==> config.mk <==
export PLATFORM = sky130hd
export DESIGN_NAME = snn_spike_decoder
export DESIGN_NICKNAME = d
export VERILOG_FILES = /design/src/rtl/snn_pkg.sv /design/src/rtl/snn_argmax3.sv /design/src/rtl/snn_spike_decoder.sv
export SDC_FILE = /design/constraint.sdc
export NUM_CORES = 1
export LEC_CHECK = 0
export CORE_MARGIN = 2
export CORE_UTILIZATION = 40
export DETAILED_ROUTE_END_ITERATION = 12
export PLACE_DENSITY = 0.58
export RECOVER_POWER = 25
export REMOVE_ABC_BUFFERS = 1
export SYNTH_ARGS = -nofsm -noshare
export SYNTH_HDL_FRONTEND = slang
export SYNTH_SLANG_ARGS = --single-unit
export TNS_END_PERCENT = 20
==> constraint.sdc <==
create_clock -name i_clk -period 5.3 [get_ports i_clk]
set_clock_uncertainty 0.1 [all_clocks]
set_input_delay 1.06 -clock i_clk [delete_from_list [all_inputs] [get_ports i_clk]]
set_output_delay 1.06 -clock i_clk [all_outputs]
set_load 0.1 [all_outputs]
==> src/rtl/snn_pkg.sv <==
// Shared types and constants for the SNN readout stage.
package snn_pkg;

  localparam int SNN_DATA_W  = 8;
  localparam int SNN_NUM_OUT = 3;

  typedef enum logic [1:0] {
    IDLE   = 2'd0,
    ACCUM  = 2'd1,
    DECIDE = 2'd2,
    HOLD   = 2'd3
  } dec_state_t;

endpackage : snn_pkg

==> src/rtl/snn_argmax3.sv <==
// Three-way argmax over spike counts. Purely combinational.
// Ties resolve to the lowest index; o_zero flags all counts equal to zero.
module snn_argmax3 #(
  parameter int CNT_W = 6
) (
  input  logic [CNT_W-1:0] i_cnt0,
  input  logic [CNT_W-1:0] i_cnt1,
  input  logic [CNT_W-1:0] i_cnt2,
  output logic [1:0]       o_idx,
  output logic [CNT_W-1:0] o_max,
  output logic             o_zero
);

  // Strict greater-than keeps the earlier index on equal counts.
  always_comb begin
    o_idx = 2'd0;
    o_max = i_cnt0;
    if (i_cnt1 > o_max) begin
      o_idx = 2'd1;
      o_max = i_cnt1;
    end
    if (i_cnt2 > o_max) begin
      o_idx = 2'd2;
      o_max = i_cnt2;
    end
    o_zero = ((i_cnt0 | i_cnt1 | i_cnt2) == '0);
  end

endmodule : snn_argmax3

==> src/rtl/snn_spike_decoder.sv <==
// Spike-count readout for the three SNN output neurons.
// Counts spikes over a WINDOW-sample window, picks the winner with an argmax
// and holds the result on a valid/ready handshake.
// Optional build macro: SNN_DEC_EARLY_EXIT_EN ends the window as soon as any
// counter reaches EARLY_THRESH.
module snn_spike_decoder
  import snn_pkg::*;
#(
  parameter int WINDOW       = 16,
  parameter int CNT_W        = 6,
  parameter int SPIKE_MIN    = 1,
  parameter int EARLY_THRESH = 8
) (
  input  logic             i_clk,
  input  logic             i_rstn,
  input  logic [7:0]       i_data0,
  input  logic [7:0]       i_data1,
  input  logic [7:0]       i_data2,
  input  logic             i_start,
  output logic             o_busy,
  output logic             o_valid,
  input  logic             i_ready,
  output logic [1:0]       o_class,
  output logic [CNT_W-1:0] o_count,
  output logic             o_none
);

  localparam logic [CNT_W-1:0]      CNT_MAX  = '1;
  localparam logic [7:0]            WIN_LAST = 8'(WINDOW - 1);
  localparam logic [SNN_DATA_W-1:0] SPK_MIN  = SNN_DATA_W'(SPIKE_MIN);

  typedef logic [SNN_NUM_OUT-1:0][CNT_W-1:0] cnt_bank_t;

  dec_state_t state_q, state_d;
  cnt_bank_t  cnt_q, cnt_d, cnt_upd;
  logic [7:0] win_q, win_d;
  logic       valid_q, valid_d;
  logic [1:0] class_q, class_d;
  logic [CNT_W-1:0] count_q, count_d;
  logic       none_q, none_d;

  logic [SNN_NUM_OUT-1:0][SNN_DATA_W-1:0] data_in;
  logic [SNN_NUM_OUT-1:0] spike;
  logic       early_hit;
  logic [1:0] am_idx;
  logic [CNT_W-1:0] am_max;
  logic       am_zero;

  assign data_in = {i_data2, i_data1, i_data0};

  // Spike detection and saturating per-neuron increment for this sample.
  always_comb begin
    for (int n = 0; n < SNN_NUM_OUT; n++) begin
      spike[n]   = (data_in[n] >= SPK_MIN);
      cnt_upd[n] = (spike[n] && (cnt_q[n] != CNT_MAX)) ? cnt_q[n] + CNT_W'(1) : cnt_q[n];
    end
  end

`ifdef SNN_DEC_EARLY_EXIT_EN
  // Early exit looks at the counts after this cycle's update.
  always_comb begin
    early_hit = 1'b0;
    for (int n = 0; n < SNN_NUM_OUT; n++) begin
      if (32'(cnt_upd[n]) >= 32'(EARLY_THRESH)) early_hit = 1'b1;
    end
  end
`else
  logic early_unused;
  assign early_unused = (EARLY_THRESH != 0);
  assign early_hit    = 1'b0;
`endif

  snn_argmax3 #(
    .CNT_W (CNT_W)
  ) u_argmax (
    .i_cnt0 (cnt_q[0]),
    .i_cnt1 (cnt_q[1]),
    .i_cnt2 (cnt_q[2]),
    .o_idx  (am_idx),
    .o_max  (am_max),
    .o_zero (am_zero)
  );

  // Next-state and datapath updates for the decode FSM.
  always_comb begin
    // NOTE: every target gets a default first so no path leaves one unassigned (no latches).
    state_d = state_q;
    cnt_d   = cnt_q;
    win_d   = win_q;
    valid_d = valid_q;
    class_d = class_q;
    count_d = count_q;
    none_d  = none_q;
    unique case (state_q)
      IDLE: begin
        if (i_start) begin
          cnt_d   = '0;
          win_d   = '0;
          state_d = ACCUM;
        end
      end
      ACCUM: begin
        cnt_d = cnt_upd;
        win_d = win_q + 8'd1;
        if ((win_q == WIN_LAST) || early_hit) state_d = DECIDE;
      end
      DECIDE: begin
        class_d = am_idx;
        count_d = am_max;
        none_d  = am_zero;
        valid_d = 1'b1;
        state_d = HOLD;
      end
      HOLD: begin
        if (i_ready) begin
          valid_d = 1'b0;
          if (i_start) begin
            cnt_d   = '0;
            win_d   = '0;
            state_d = ACCUM;
          end else begin
            state_d = IDLE;
          end
        end
      end
      default: state_d = IDLE;
    endcase
  end

  // State and result registers.
  always_ff @(posedge i_clk or negedge i_rstn) begin
    if (!i_rstn) begin
      state_q <= IDLE;
      // NOTE: the counter bank is a handful of flops, so it is reset with the FSM rather than left undefined.
      cnt_q   <= '0;
      win_q   <= '0;
      valid_q <= 1'b0;
      class_q <= '0;
      count_q <= '0;
      none_q  <= 1'b0;
    end else begin
      // NOTE: non-blocking assignments so every flop samples pre-edge values.
      state_q <= state_d;
      cnt_q   <= cnt_d;
      win_q   <= win_d;
      valid_q <= valid_d;
      class_q <= class_d;
      count_q <= count_d;
      none_q  <= none_d;
    end
  end

  assign o_busy  = (state_q == ACCUM) || (state_q == DECIDE);
  assign o_valid = valid_q;
  assign o_class = class_q;
  assign o_count = count_q;
  assign o_none  = none_q;

endmodule : snn_spike_decoder

==> results of run 1 <==
==> metrics by stage <==
stage	utilization	setup WS (ns)	cell area (sq um)	cells	hold WS [ns]
after floorplan	-	1.831	2564	263	0.3657
after detailed placement	0.4820	1.416	3043	379	0.3937
after CTS	0.4970	1.403	3138	387	0.4137
after global placement	0.4820	1.498	3043	379	0.3830
final	0.4968	1.415	3137	387	0.4123
after global routing	0.4968	1.149	3137	387	0.4454
==> synthesized netlist by cell type, types with 2 or more instances <==
cell,n
nor2b_1,9
or4_1,6
a211oi_1,2
xnor2_1,10
or2_2,3
a21oi_1,6
nor4_1,2
inv_1,25
nor2_1,16
o21ai_0,12
dfrtp_1,38
a31oi_1,6
nand2_1,18
o22ai_1,3
mux2_2,2
mux2i_1,7
a21o_1,2
and3_1,4
nor3_1,3
nand2b_1,3
nor4b_1,2
nor4_2,2
o21ai_1,7
a32o_1,2
clkbuf_1,4
a22o_1,2
nand4_1,2
and2_1,3
ha_1,27
nor3_2,2
a2111oi_2,3
nand3_1,13
o31ai_1,4
==> placed cells by master (no fill, tap or decap), drive strengths merged, types with 5 or more instances in the layout <==
| cell type | synthesis | layout |
|---|---|---|
| a21oi | 7 | 7 |
| a31oi | 7 | 7 |
| clkbuf | 4 | 7 |
| clkdlybuf4s50 | 0 | 37 |
| dfrtp | 38 | 38 |
| ha | 27 | 27 |
| inv | 25 | 25 |
| mux2i | 7 | 7 |
| nand2 | 18 | 18 |
| nand3 | 13 | 13 |
| nor2 | 16 | 16 |
| nor2b | 9 | 9 |
| nor3 | 5 | 5 |
| o21ai | 19 | 19 |
| or4 | 6 | 6 |
| xnor2 | 10 | 10 |
==> final timing paths <==
path                          start          to  slack [ns]  cells after the start
min in group asynchronous    i_rstn  o_class[0]        1.27                      1
max reg2reg                cnt_q[5]  o_count[3]        1.41                     12
min reg2reg                win_q[1]    win_q[1]        0.41                      2
min                        win_q[1]    win_q[1]        0.41                      2
max                        cnt_q[5]  o_count[3]        1.41                     12
max in group asynchronous    i_rstn     o_valid        2.60                      1
==> power breakdown <==
group | switching (mW) | internal [mW] | leakage (nW) | total [mW]
clock | 0.112 | 0.105 | 0.0472 | 0.217
combinational | 0.662 | 0.354 | 0.745 | 1.02
sequential | 0.0695 | 0.353 | 0.512 | 0.422
==> flip-flops by register name (all words and copies together), names as in the netlist <==
register	count
state_q	2
o_count	6
o_valid	1
cnt_q	18
o_none	1
o_class	2
win_q	8
==> logic make-up after synthesis <==
kind of cell	count (synthesis)
AOI/OAI and AO/OA	60
xor gates and xnor gates	10
adders and majority gates	27
buffers and inverters	32
DFF	38
muxes	9
and+or+nand+nor	94
==> layer usage <==
metal	vias up	track usage
met5	-	0
met4	0	0.04906
met3	7	0.03048
met2	41	0.2842
met1	1003	0.2377
li1	1051	-
==> area by class of cell <==
type / count / area (sq um)
clock buffer: 6 / 82.58
fill: 628 / 3177
clock inverter: 2 / 12.51
tap: 77 / 96.34
multi-input combinational: 200 / 1519
sequential: 38 / 950.9
timing repair buffer: 39 / 381.6
inverter: 25 / 93.84
==> critical path, delay by kind of cell (launching register included) <==
kind | cells | cell delay [ns]
AND/OR/NAND/NOR | 2 | 0.77
multiplexers | 1 | 0.31
buffers and inverters | 1 | 0.12
adder cells (fa/ha/maj) | 2 | 0.64
flip-flops | 1 | 0.43
AO/OA/AOI/OAI | 6 | 1.42
==> report_table.html, run 1 <==
<table>
<tr><th>Metric</th><th>Value</th></tr>
<tr><th colspan="2">Pwr</th></tr>
<tr><td>Worst IR drop on VDD</td><td>0.4305 mV</td></tr>
<tr><td>Static Leak</td><td>~1.3 nW</td></tr>
<tr><td>Total power</td><td>1.656 mW</td></tr>
<tr><td>Power density cells</td><td>approximately 530 nW/um^2</td></tr>
<tr><th colspan="2">Clock tree</th></tr>
<tr><td>CTS max path bufs</td><td>2</td></tr>
<tr><td>Reg clk slew, reported paths</td><td>around 0.080 ns</td></tr>
<tr><td>Root Buffer</td><td>clkbuf_8</td></tr>
<tr><td>CTS H-Tree Depth</td><td>2</td></tr>
<tr><td>Number of clock buffers inserted by TritonCTS</td><td>5</td></tr>
<tr><td>Setup Buffers After CTS</td><td>0</td></tr>
<tr><td>Total number of clock tree sinks</td><td>38</td></tr>
<tr><td>Quantity of gates resized following cts</td><td>0</td></tr>
<tr><td>Later-pin clock latency in the skew report</td><td>approximately 0.3 ns</td></tr>
<tr><td>CTS tree</td><td>yes</td></tr>
<tr><td>Count of hold buffers inserted by post-cts repair</td><td>0</td></tr>
<tr><th colspan="2">Detailed routing</th></tr>
<tr><td>Highest routed metal layer</td><td>met4</td></tr>
<tr><td>Met1 WL</td><td>2794 um</td></tr>
<tr><td>Number of antenna-violating nets in the routed design</td><td>0</td></tr>
<tr><td>DRC violations left</td><td>0</td></tr>
<tr><td>Total number of vias</td><td>2102</td></tr>
<tr><td>Final routed wirelength across all metal layers</td><td>just under 6000 um</td></tr>
<tr><td>Via/cell ratio</td><td>5.432</td></tr>
<tr><td>WL per Instance</td><td>between 15 and 20 um</td></tr>
<tr><td>DRT iter0 DRCs</td><td>94</td></tr>
<tr><td>Routed wire length on met2</td><td>between 2000 and 3000 um</td></tr>
<tr><td>Met3 wire length</td><td>just over 200 um</td></tr>
<tr><td>Number of search-and-repair iterations in the first detailed-routing pass</td><td>4</td></tr>
<tr><th colspan="2">Timing</th></tr>
<tr><td>Fmax achieved</td><td>between 200 and 300 MHz</td></tr>
<tr><td>Actual slew at the worst max-slew pin</td><td>around 2.1 ns</td></tr>
<tr><td>RSZ-0062 raised after global routing</td><td>false</td></tr>
<tr><td>Slew Limit Headroom</td><td>-0.4184</td></tr>
<tr><td>Number of hold-slack violations in the final timing report</td><td>0</td></tr>
<tr><td>Final setup violation count</td><td>0</td></tr>
<tr><td>Setup tns final</td><td>0 ns</td></tr>
<tr><td>Minimum clock period</td><td>3.885 ns</td></tr>
<tr><td>Final worst-path cycle share</td><td>0.7331</td></tr>
<tr><td>Count of pins over their slew limit</td><td>39</td></tr>
<tr><th colspan="2">Layout</th></tr>
<tr><td>Area growth syn-to-layout</td><td>20.70%</td></tr>
<tr><td>N_diodes</td><td>0</td></tr>
<tr><td>Total Nets Final</td><td>between 300 and 400</td></tr>
<tr><td>Share of layout cells above drive strength 1</td><td>0.09032</td></tr>
<tr><th colspan="2">Synthesis</th></tr>
<tr><td>Adder-cell area share of the yosys netlist</td><td>0.1300</td></tr>
<tr><td>Synth area leader</td><td>dfrtp_1</td></tr>
<tr><td>Average cell area after synthesis</td><td>a little under 10 sq um</td></tr>
<tr><td>Synthesized-area fraction occupied by ao, oa, aoi and oai cells</td><td>0.1738</td></tr>
<tr><td>Proportion of register bits with asynchronous set or reset after synthesis</td><td>1.000</td></tr>
<tr><td>Xor and xnor fraction of the mapped netlist area</td><td>0.03370</td></tr>
<tr><td>Multiplexer fraction of the synthesized cell area</td><td>0.03563</td></tr>
<tr><td>Combinational family with the most area after synthesis</td><td>simple AND/OR/NAND/NOR gates</td></tr>
<tr><td>Gate Count Post-Synth</td><td>270</td></tr>
<tr><td>Warning count from the yosys run</td><td>0</td></tr>
<tr><td>Mapped cell area</td><td>roughly 2600 sq um</td></tr>
<tr><td>Number of enable-type register cells in the synthesized netlist</td><td>0</td></tr>
<tr><td>Largest cells by area after synthesis</td><td>dfrtp_1 (37%), ha_1 (13%), inv_1 (3.6%)</td></tr>
<tr><td>Share of the synthesized area in the top cell type</td><td>0.3659</td></tr>
<tr><td>Distinct cell type count after synthesis</td><td>53</td></tr>
<tr><td>Share of the yosys chip area belonging to registers</td><td>0.3659</td></tr>
<tr><td>Post-Synth Simple-Gate Area</td><td>0.2114</td></tr>
<tr><td>Post-synthesis sequential element count</td><td>38</td></tr>
<tr><td>Primary FF master, synth</td><td>dfrtp_1</td></tr>
<tr><th colspan="2">Job</th></tr>
<tr><td>Max-capacitance violation count</td><td>1</td></tr>
<tr><th colspan="2">Die</th></tr>
<tr><td>I/O pin cnt</td><td>39</td></tr>
<tr><td>Starting utilization of the core area</td><td>0.4116</td></tr>
<tr><td>Core area</td><td>6314 sq um</td></tr>
<tr><td>Die width</td><td>around 85 um</td></tr>
<tr><td>Count of standard-cell rows</td><td>29</td></tr>
<tr><td>Area enclosed by the die boundary</td><td>between 7000 and 8000 sq um</td></tr>
<tr><td>Die Ht</td><td>84.61 um</td></tr>
<tr><th colspan="2">Worst setup path</th></tr>
<tr><td>Critical path, cell by cell</td><td>inv_1 &gt; ha_1 &gt; or4_1 &gt; o21bai_4 &gt; a31oi_4 &gt; mux2i_1 &gt; ha_1 &gt; a21oi_1 &gt; a21boi_0 &gt; o32a_1 &gt; nand2b_1 &gt; o21ai_1</td></tr>
<tr><td>Largest stage delay, worst path</td><td>around 0.5 ns</td></tr>
<tr><td>Crit Path Category</td><td>reg -&gt; reg</td></tr>
<tr><td>Cell mode on critical path</td><td>ha_1</td></tr>
<tr><td>Endpoint required time on the critical path</td><td>about 5.4 ns</td></tr>
<tr><td>Critical Path AT</td><td>4.00 ns</td></tr>
<tr><td>Crit start category</td><td>flip-flop</td></tr>
<tr><td>Maximum fanout along the worst path</td><td>9</td></tr>
<tr><td>CP max-delay cell</td><td>or4_1</td></tr>
<tr><td>Type of destination of the critical path</td><td>flip-flop</td></tr>
<tr><th colspan="2">Place</th></tr>
<tr><td>I/O Buffers</td><td>38</td></tr>
<tr><td>Placer's final routability congestion estimate</td><td>between 0.8 and 0.9</td></tr>
<tr><td>Sum of net half-perimeters after detailed placement</td><td>about 4300 um</td></tr>
<tr><th colspan="2">Global route</th></tr>
<tr><td>Pin count of the biggest net entering global routing</td><td>39</td></tr>
<tr><td>Initial antenna violation count</td><td>0</td></tr>
<tr><td>Gr ovfl total</td><td>0</td></tr>
<tr><td>Number of global-route vias before repair</td><td>roughly 2.0k</td></tr>
<tr><td>Overall track demand over capacity in global routing</td><td>0.1740</td></tr>
<tr><td>Wire length of the first global-routing pass</td><td>roughly 10000 um</td></tr>
<tr><th colspan="2">Outcome</th></tr>
<tr><td>Run status</td><td>finished with violations</td></tr>
<tr><td>Failing checks</td><td>max-capacitance violations, max-slew violations</td></tr>
<tr><th colspan="2">Worst hold path</th></tr>
<tr><td>HP Class</td><td>reg -&gt; reg</td></tr>
</table>
Note: power is estimated with default switching activity, not from simulation.
==> run 2, diff against run 1 <==
- PLACE_DENSITY: 0.58 -> 0.6
- clock period: 5.3 -> 3.4 ns (I/O delays scaled with it)
==> run 2 against run 1 <==
Net effect: the flow finishes with violations (max-capacitance violations, max-slew violations, negative setup slack); hold slack improved by 0.0063 ns; combinational power increased by 100%; final area increased by 12%; register-to-register slack got worse by 1.5 ns; cell count increased by 7.8%; count of clock-buffer cells in the layout decreased by 1; via count increased by 5.1%; highest routed layer unchanged.
==> report_table.html, run 2 (synthesis gave the netlist of run 1 again) <==
<table>
<tr><th>Metric</th><th>Value</th></tr>
<tr><th colspan="2">Outcome</th></tr>
<tr><td>Run status</td><td>finished with violations</td></tr>
<tr><td>Failing checks</td><td>max-capacitance violations, max-slew violations, negative setup slack</td></tr>
<tr><th colspan="2">Global route</th></tr>
<tr><td>Gr ovfl total</td><td>0</td></tr>
<tr><td>Number of global-route vias before repair</td><td>approximately 2.2k</td></tr>
<tr><td>Overall track demand over capacity in global routing</td><td>0.1836</td></tr>
<tr><td>Initial antenna violation count</td><td>0</td></tr>
<tr><td>Pin count of the biggest net entering global routing</td><td>39</td></tr>
<tr><td>Wire length of the first global-routing pass</td><td>between 10000 and 15000 um</td></tr>
<tr><th colspan="2">Worst setup path</th></tr>
<tr><td>Crit start category</td><td>flip-flop</td></tr>
<tr><td>Reg2Reg Depth</td><td>13</td></tr>
<tr><td>Critical Path AT</td><td>3.59 ns</td></tr>
<tr><td>Crit Path Category</td><td>reg -&gt; reg</td></tr>
<tr><td>Maximum fanout along the worst path</td><td>4</td></tr>
<tr><td>Type of destination of the critical path</td><td>flip-flop</td></tr>
<tr><td>Endpoint required time on the critical path</td><td>3.48 ns</td></tr>
<tr><th colspan="2">Die</th></tr>
<tr><td>Count of standard-cell rows</td><td>29</td></tr>
<tr><td>Die width</td><td>roughly 85 um</td></tr>
<tr><td>Area enclosed by the die boundary</td><td>between 7000 and 8000 sq um</td></tr>
<tr><td>Core area</td><td>6314 sq um</td></tr>
<tr><td>Starting utilization of the core area</td><td>0.4116</td></tr>
<tr><td>Die Ht</td><td>approximately 85 um</td></tr>
<tr><td>I/O pin cnt</td><td>39</td></tr>
<tr><th colspan="2">Job</th></tr>
<tr><td>Max-capacitance violation count</td><td>1</td></tr>
<tr><th colspan="2">Timing</th></tr>
<tr><td>RSZ-0062 raised after global routing</td><td>true</td></tr>
<tr><td>Minimum clock period</td><td>3.504 ns</td></tr>
<tr><td>Hold slack</td><td>roughly 0.42 ns</td></tr>
<tr><td>Number of hold-slack violations in the final timing report</td><td>0</td></tr>
<tr><td>Final worst-path cycle share</td><td>1.031</td></tr>
<tr><td>Count of pins over their slew limit</td><td>39</td></tr>
<tr><td>Slew Limit Headroom</td><td>-0.4214</td></tr>
<tr><td>Post-route setup slack</td><td>-0.1042 ns</td></tr>
<tr><td>Actual slew at the worst max-slew pin</td><td>2.132 ns</td></tr>
<tr><td>Fmax achieved</td><td>285.4 MHz</td></tr>
<tr><td>Final setup violation count</td><td>8</td></tr>
<tr><th colspan="2">Layout</th></tr>
<tr><td>Fill cell instance count of the final layout</td><td>601</td></tr>
<tr><td>Total area of multi-input combinational cells</td><td>around 1700 sq um</td></tr>
<tr><td>Share of layout cells above drive strength 1</td><td>0.2588</td></tr>
<tr><td>Area growth syn-to-layout</td><td>34.81%</td></tr>
<tr><td>Most common cell after layout, fill and taps aside</td><td>buf_4</td></tr>
<tr><td>Max reg flops</td><td>18</td></tr>
<tr><td>Final design utilization</td><td>0.5549</td></tr>
<tr><td>Top reg by flops</td><td>cnt_q</td></tr>
<tr><td>Total Nets Final</td><td>just under 400</td></tr>
<tr><td>Leading cell types in the layout, fill and taps excluded</td><td>buf_4 (39), dfrtp_1 (38), clkdlybuf4s50_1 (26)</td></tr>
<tr><td>N_diodes</td><td>0</td></tr>
<tr><td>Area occupied by registers</td><td>950.9 sq um</td></tr>
<tr><th colspan="2">Pwr</th></tr>
<tr><td>Power density cells</td><td>between 800 and 900 nW/um^2</td></tr>
<tr><td>Static Leak</td><td>approximately 1.5 nW</td></tr>
<tr><td>Worst IR drop on VDD</td><td>0.7612 mV</td></tr>
<tr><th colspan="2">Place</th></tr>
<tr><td>Placer's final routability congestion estimate</td><td>0.8225</td></tr>
<tr><td>I/O Buffers</td><td>38</td></tr>
<tr><td>Sum of net half-perimeters after detailed placement</td><td>4513 um</td></tr>
<tr><td>DP Worst Slack</td><td>-0.1449 ns</td></tr>
<tr><th colspan="2">Detailed routing</th></tr>
<tr><td>Number of search-and-repair iterations in the first detailed-routing pass</td><td>4</td></tr>
<tr><td>DRT iter0 DRCs</td><td>between 90 and 100</td></tr>
<tr><td>Total number of vias</td><td>2210</td></tr>
<tr><td>Via/cell ratio</td><td>between 5 and 6</td></tr>
<tr><td>DRC violations left</td><td>0</td></tr>
<tr><td>WL per Instance</td><td>15.12 um</td></tr>
<tr><td>Number of antenna-violating nets in the routed design</td><td>0</td></tr>
<tr><td>Final routed wirelength across all metal layers</td><td>around 6300 um</td></tr>
<tr><th colspan="2">Clock tree</th></tr>
<tr><td>CTS max path bufs</td><td>2</td></tr>
<tr><td>Later-pin clock latency in the skew report</td><td>approximately 0.3 ns</td></tr>
<tr><td>Number of clock buffers inserted by TritonCTS</td><td>5</td></tr>
<tr><td>Total number of clock tree sinks</td><td>38</td></tr>
<tr><td>CTS H-Tree Depth</td><td>2</td></tr>
<tr><td>CTS tree</td><td>yes</td></tr>
<tr><td>Root Buffer</td><td>clkbuf_8</td></tr>
<tr><td>Reg clk slew, reported paths</td><td>roughly 0.080 ns</td></tr>
<tr><th colspan="2">Worst hold path</th></tr>
<tr><td>HP Class</td><td>reg -&gt; reg</td></tr>
<tr><td>Worst hold stages</td><td>2</td></tr>
</table>
## run 2: final timing paths
kind | to | startpoint | slack, ns
max in group asynchronous | cnt_q[8] | i_rstn | 1.08
worst max register to register | o_count[0] | cnt_q[2] | -0.10
worst min-delay path | win_q[1] | win_q[1] | 0.42
worst min register to register | win_q[1] | win_q[1] | 0.42
min in group asynchronous | o_count[4] | i_rstn | 0.89
worst max-delay path | o_count[0] | cnt_q[2] | -0.10
## run 2: critical path, cell delays in order (launching register included)
cell and delay, ns:
dfrtp_1 0.39, inv_2 0.08, ha_4 0.20, or4_4 0.53, o21bai_4 0.19, a31oi_4 0.27, mux2i_1 0.36, ha_1 0.32
nand3_1 0.09, a21boi_1 0.06, o32a_1 0.39, buf_6 0.16, a31oi_4 0.16, o21ai_1 0.08
## run 2: where the power goes
group	internal (mW)	switching (mW)	total (mW)	leakage (nW)
combinational	0.875	1.20	2.07	0.928
sequential	0.550	0.115	0.664	0.512
clock	0.216	0.172	0.388	0.0579
## run 2: layout make-up
cell class,instances,share of cell area
clock inverter,3,0.01143
sequential,38,0.2714
multi-input combinational,200,0.4746
inverter,25,0.02679
timing repair buffer,69,0.1686
tap,77,0.02750
clock buffer,5,0.01964
## run 2: metrics by stage
stage               instance area [sq um]   TNS (ns)  total power [mW]  instances
global route                         3503     -1.435             3.351        417
finish                               3503    -0.4763             3.126        417
detailed placement                   3203    -0.9839             2.448        404
floorplan                            2564    -0.4308             1.880        263
global placement                     3203          0             2.422        404
CTS                                  3368  -0.004080             2.955        414
## run 2: repair_timing
item | in CTS | in global routing
pin swaps | 8 | 9
endpoints found under the setup margin | 8 | 8
hold buffers | 0 | 0
setup buffers | 2 | 3
resized for setup | 11 | 16
## run 2: layer usage
metal  global-route usage  vias up  part of all wire
met4              0.03752        0             0.011
met5                    0        -                 0
met2               0.3157       40              0.47
met1               0.2357     1046              0.47
met3              0.04425        8             0.049
li1                     -     1116                 -
